[src/rtl/mem_access_ctrl.sv]
// mem_access_ctrl
//
// Sequences the memory-side datapath for one access at a time: load MAR from
// the bus, (for writes) load MDR from the bus, strobe memory until it answers
// or the wait budget runs out, then report done or err. A single pending slot
// lets a request arrive while an access is in flight, so consecutive accesses
// run back-to-back with no idle cycle between them.
//
// Parameters
//   TIMEOUT    max MEM_WAIT cycles before abort (0..255, 0 = wait forever)
//
// Ports
//   clk        system clock, rising edge
//   reset      synchronous active-high reset
//   req        single-cycle access request from the control unit
//   we         access direction, sampled with req (1 = write)
//   mem_ready  memory completion acknowledge, only looked at in MEM_WAIT
//   mar_en     MAR load enable
//   mdr_en     MDR load enable
//   mdr_read   MDR mux select (1 = memory data, 0 = bus)
//   mem_read   memory read strobe
//   mem_write  memory write strobe
//   busy       high whenever the sequencer is not idle
//   cur_we     direction of the access in progress (0 when idle)
//   done       one-cycle completion pulse
//   err        one-cycle timeout pulse
//   overrun    one-cycle pulse when a request is dropped
module mem_access_ctrl #(
    parameter int unsigned TIMEOUT = 16
) (
    input  logic clk,
    input  logic reset,
    input  logic req,
    input  logic we,
    input  logic mem_ready,
    output logic mar_en,
    output logic mdr_en,
    output logic mdr_read,
    output logic mem_read,
    output logic mem_write,
    output logic busy,
    output logic cur_we,
    output logic done,
    output logic err,
    output logic overrun
);

    typedef enum logic [2:0] {
        StIdle,
        StLoadMar,
        StLoadMdr,
        StMemWait,
        StDone,
        StErr
    } state_t;

    // Counter value on the last permitted wait cycle.
    localparam bit         TimeoutEn = (TIMEOUT != 0);
    localparam logic [7:0] WaitLimit = TimeoutEn ? 8'(TIMEOUT - 1) : 8'd0;

    state_t     state_q, state_d;
    logic       cur_we_q, cur_we_d;
    logic       pend_valid_q, pend_valid_d;
    logic       pend_we_q, pend_we_d;
    logic [7:0] wait_cnt_q, wait_cnt_d;

    // Strobes are registered from the next state so they line up with it.
    logic mar_en_q;
    logic mdr_load_q;
    logic mem_read_q;
    logic mem_write_q;
    logic busy_q;
    logic done_q;
    logic err_q;

    always_comb begin
        state_d      = state_q;
        cur_we_d     = cur_we_q;
        pend_valid_d = pend_valid_q;
        pend_we_d    = pend_we_q;
        wait_cnt_d   = wait_cnt_q;
        overrun      = 1'b0;

        unique case (state_q)
            StIdle: begin
                if (req) begin
                    state_d  = StLoadMar;
                    cur_we_d = we;
                end
            end
            StLoadMar: begin
                state_d    = cur_we_q ? StLoadMdr : StMemWait;
                wait_cnt_d = 8'd0;
            end
            StLoadMdr: begin
                state_d    = StMemWait;
                wait_cnt_d = 8'd0;
            end
            StMemWait: begin
                if (mem_ready) begin
                    state_d = StDone;
                end else if (TimeoutEn && (wait_cnt_q == WaitLimit)) begin
                    state_d = StErr;
                end else if (wait_cnt_q != 8'hff) begin
                    // Saturate: with the timeout disabled the wait is unbounded.
                    wait_cnt_d = wait_cnt_q + 8'd1;
                end
            end
            StDone, StErr: begin
                if (pend_valid_q) begin
                    // Consume the slot; a concurrent req refills it.
                    state_d      = StLoadMar;
                    cur_we_d     = pend_we_q;
                    pend_valid_d = req;
                    pend_we_d    = we;
                end else if (req) begin
                    state_d  = StLoadMar;
                    cur_we_d = we;
                end else begin
                    state_d  = StIdle;
                    cur_we_d = 1'b0;
                end
            end
            default: begin
                state_d  = StIdle;
                cur_we_d = 1'b0;
            end
        endcase

        // Requests arriving mid-access go to the pending slot or get dropped.
        if (req && (state_q inside {StLoadMar, StLoadMdr, StMemWait})) begin
            if (pend_valid_q) begin
                overrun = 1'b1;
            end else begin
                pend_valid_d = 1'b1;
                pend_we_d    = we;
            end
        end
    end

    always_ff @(posedge clk) begin
        if (reset) begin
            state_q      <= StIdle;
            cur_we_q     <= 1'b0;
            pend_valid_q <= 1'b0;
            pend_we_q    <= 1'b0;
            wait_cnt_q   <= 8'd0;
            mar_en_q     <= 1'b0;
            mdr_load_q   <= 1'b0;
            mem_read_q   <= 1'b0;
            mem_write_q  <= 1'b0;
            busy_q       <= 1'b0;
            done_q       <= 1'b0;
            err_q        <= 1'b0;
        end else begin
            state_q      <= state_d;
            cur_we_q     <= cur_we_d;
            pend_valid_q <= pend_valid_d;
            pend_we_q    <= pend_we_d;
            wait_cnt_q   <= wait_cnt_d;
            mar_en_q     <= (state_d == StLoadMar);
            mdr_load_q   <= (state_d == StLoadMdr);
            mem_read_q   <= (state_d == StMemWait) && !cur_we_d;
            mem_write_q  <= (state_d == StMemWait) && cur_we_d;
            busy_q       <= (state_d != StIdle);
            done_q       <= (state_d == StDone);
            err_q        <= (state_d == StErr);
        end
    end

    assign mar_en    = mar_en_q;
    // Read capture: MDR loads in the same cycle memory says its data is valid.
    assign mdr_en    = mdr_load_q | (mem_read_q & mem_ready);
    assign mdr_read  = mem_read_q;
    assign mem_read  = mem_read_q;
    assign mem_write = mem_write_q;
    assign busy      = busy_q;
    assign cur_we    = cur_we_q;
    assign done      = done_q;
    assign err       = err_q;

endmodule

[config.mk]
export PLATFORM = sky130hd
export DESIGN_NAME = mem_access_ctrl
export DESIGN_NICKNAME = d
export VERILOG_FILES = /design/src/rtl/mem_access_ctrl.sv
export SDC_FILE = /design/constraint.sdc
export NUM_CORES = 1
export LEC_CHECK = 0
export ABC_AREA = 0
export BUFFER_PORTS_ARGS = -buffer_cell sky130_fd_sc_hd__buf_2
export CORE_ASPECT_RATIO = 0.8
export CORE_UTILIZATION = 40
export DETAILED_ROUTE_END_ITERATION = 16
export PLACE_DENSITY_LB_ADDON = 0.25
export SYNTH_ARGS = -nofsm -noshare
export SYNTH_HDL_FRONTEND = slang
export SYNTH_SLANG_ARGS = --single-unit
[constraint.sdc]
create_clock -name clk -period 1.7 [get_ports clk]
set_clock_uncertainty 0.1 [all_clocks]
set_input_delay 0.085 -clock clk [delete_from_list [all_inputs] [get_ports clk]]
set_output_delay 0.085 -clock clk [all_outputs]
set_load 0.02 [all_outputs]
==> out/results.txt <==
Outcome: complete, but fails checks
Violated checks: negative setup slack
Top cell type's share of synthesized area: 0.435
# rows: 15
Initial core utilization: 0.436
Overall routed net length: 2340 µm
Nets@finish: 151
Int Power: 0.803 mW
Gate count of the mapped netlist: 108
CP arrival: 1820 ps
End of the worst hold path: pend_valid_q$_SDFF_PP0_
Synth Area in Adders: 0.0130
Post-Syn Area: 966 µm²
Layout cells sized above 1: 0.403
Worst R2R Setup Slack: -4 ps
FF/Latch Area: 430 µm²
R2R depth: 7
GRT overflow: 0
Vias in the first global route: 841
GR Util All Layers: 0.190
Longest Clk Path Bufs: 2
Unrepaired setup endpoints after global routing: true
Worst slew pin tran: 268 ps
Peak VDD IR: 0.525 mV
Non-filler instance count after layout: 169
Post-place setup slack: -144 ps
Commonest non-fill, non-tap cells in the layout: buf_4, dfxtp_1, buf_2
Initial antenna violation count: 0
CTS root buffer: clkbuf_4
TritonRoute pass-1 iters: 4
Psw: 0.409 mW
Iter 0 DRT Violations: 32
Placer Congestion: 0.806
Routed vias/inst: 5.60
Inst Count DP: 162
Die Height: 46.0 µm
Die width: 56.9 µm
Area leader, netlist: dfxtp_1
Slew margin rel.: 0.819
Routing usage on met1: 0.234
# DRC: 0
First-pass GRT wire length: 3670 µm
# setup viols final: 1
H-tree Lvls: 1
HPWL reported at the end of detailed placement: 1640 µm
Clk pwr share: 0.214
Slowest Stage Delay on Critical Path: 400 ps
Net Sw Frac: 0.337
Min Clock Period, post-route: 1700 ps
Synth Area in Compound Gates: 0.192
Vias post-DR: 946
Clk pin slew, worst setup/hold paths: 130 ps
Critical R2R Capture: wait_cnt_q[0]$_SDFFE_PP0P_
Worst setup margin: -3.59 ps
CP dominant cell by count: buf_6
Ant. Diodes: 0
Critical path depth in cells: 7
Hold path start: req
Fin Setup TNS: -3.59 ps
GRT Max-Usage Layer: met2
Largest register by flop count: wait_cnt_q
Largest family of logic cells by synthesized area: simple AND/OR/NAND/NOR gates
Filler cell count: 182
Max FFs per register: 8
Post-synthesis net count: 114
Routed Antenna Nets: 0
Area Growth Syn to Fin: 38.6%
Die area: 2620 µm²
Setup CP Type: register to register
Crit start category: register
Fin crit share: 1.00
Total power: 1.21 mW
Multi-input gate area: 569 µm²
Synth area leaders: dfxtp_1, nor2_1, or4_1
R2R Path Start: wait_cnt_q[4]$_SDFFE_PP0P_
Largest net degree at the start of global routing: 16
Max stage delay cell, worst path: or3_4
Synthesized flop and latch total: 21
Logic pwr share: 0.320
Clock latency at the later pin of the worst-skew pair: 310 ps
Finished layout cell area: 1340 µm²
Slew Viols, Final: 0
Hold Vio Cnt, Final: 0
Crit path required time: 1820 ps
Hold WC Path Type: input port to register
GR Layer Usage met2: 0.325
# clock sinks: 21
Commonest non-fill, non-tap cell in the layout: buf_4
IO buf count: 14
Max Fclk: 587 MHz
CTS tree: built
Crit-path cells: buf_6 > nand4_1 > or3_4 > o211ai_4 > buf_6 > xor2_1 > nor2_1
Part of the Yosys area used for sequential elements: 0.435
Post-Synth Simple-Gate Area: 0.258
Xor and xnor area share after synthesis: 0.0181
Sequential group share of total power: 0.467
Max-cap violations: 0
Yosys warning count: 0
Library cells used by synthesis: 37
Drt wl/cell: 13.8 µm
Power per cell area: 905 nW/µm²
I/O pin total: 15
Worst Hold Path Cells: 3
Inserted Clock Buffers: 3
GRT met3 Usage: 0.0511
Synthesized area per cell: 8.94 µm²
Placed instance area: 1180 µm²
Critical path endpoint category: register
Core area: 2210 µm²
Biggest regs: wait_cnt_q: 8 flops, state_q: 3 flops
Max FO, Critical Path: 9
Leak Pwr: 0.552 nW
Fraction of synthesized area in multiplexers: 0.0207
Worst path buffer plus inverter count: 2
Top delay family on crit path: simple AND/OR/NAND/NOR gates
==> layout make-up <==
type,instances,share of cell area
Inverter,4,0.0112
Clock buffer,3,0.0168
Sequential cell,21,0.321
Clock inverter,1,0.00561
Tap cell,25,0.0234
Multi-Input combinational cell,77,0.425
Timing Repair Buffer,38,0.196
==> power by group through the flow <==
stage / clock network, mW / registers [mW] / logic (mW)
after floorplan: 0 / 0.585 / 0.201
after global placement: 0 / 0.565 / 0.328
after detailed placement: 0 / 0.570 / 0.334
after CTS: 0.272 / 0.565 / 0.375
after global routing: 0.282 / 0.568 / 0.422
final: 0.259 / 0.565 / 0.387
==> per-stage QoR <==
step	hold WS, ps	util
floorplan	65.0	-
global placement	247	0.532
detailed placement	253	0.532
CTS	9.84	0.596
global route	31.8	0.605
finish	17.6	0.605
==> synthesized netlist by cell type, drive strengths merged <==
cell and n:
a21o 1, a21oi 6, a221oi 1, a31oi 1
a41oi 1, and3 3, buf 4, clkbuf 2
dfxtp 21, ha 1, inv 4, mux2i 2
nand2 6, nand2b 2, nand3 5, nand3b 1
nand4 1, nor2 12, nor2b 1, nor4 2
nor4b 2, o211ai 3, o21a 2, o21ai 5
o22a 2, o31ai 3, o41ai 1, or2 3
or3 3, or4 5, xnor2 1, xor2 1
==> how the worst max path moves through the flow <==
| stage | from | end | slack (ps) |
|---|---|---|---|
| after floorplan | wait_cnt_q[0]$_SDFFE_PP0P_ | wait_cnt_q[5]$_SDFFE_PP0P_ | 5 |
| after global placement | wait_cnt_q[0]$_SDFFE_PP0P_ | wait_cnt_q[2]$_SDFFE_PP0P_ | -60 |
| after detailed placement | wait_cnt_q[0]$_SDFFE_PP0P_ | wait_cnt_q[2]$_SDFFE_PP0P_ | -140 |
| after CTS | wait_cnt_q[4]$_SDFFE_PP0P_ | wait_cnt_q[0]$_SDFFE_PP0P_ | -5 |
| after global routing | wait_cnt_q[4]$_SDFFE_PP0P_ | wait_cnt_q[0]$_SDFFE_PP0P_ | -80 |
| final | wait_cnt_q[4]$_SDFFE_PP0P_ | wait_cnt_q[0]$_SDFFE_PP0P_ | -4 |
==> cells by family after synthesis <==
family	Yosys count
xor gates and xnor gates	2
and+or+nand+nor	46
buffers and inverters	10
DFF	21
adders and majority gates	1
muxes	2
AOI/OAI and AO/OA	26
==> per-layer routing <==
metal	share of wire	routed length [µm]
met1	0.47	1100
met2	0.46	1080
met3	0.055	129
met4	0.015	34
met5	0	0
==> worst reg2reg max path, cell delays in order, from the launching register on <==
cell      delay (ps)
dfxtp_4          390
buf_6            110
nand4_1          110
or3_4            400
o211ai_4         140
buf_6            170
xor2_1           140
nor2_1            60
==> timing repair <==
item / CTS / global route
buffers inserted: 1 / 0
setup endpoints to repair: 13 / 13
pin swaps: 4 / 0
hold endpoints to repair: 3 / 0
hold buffers: 2 / 0
resized for setup: 17 / 6
(Power assumes the default switching activity.)
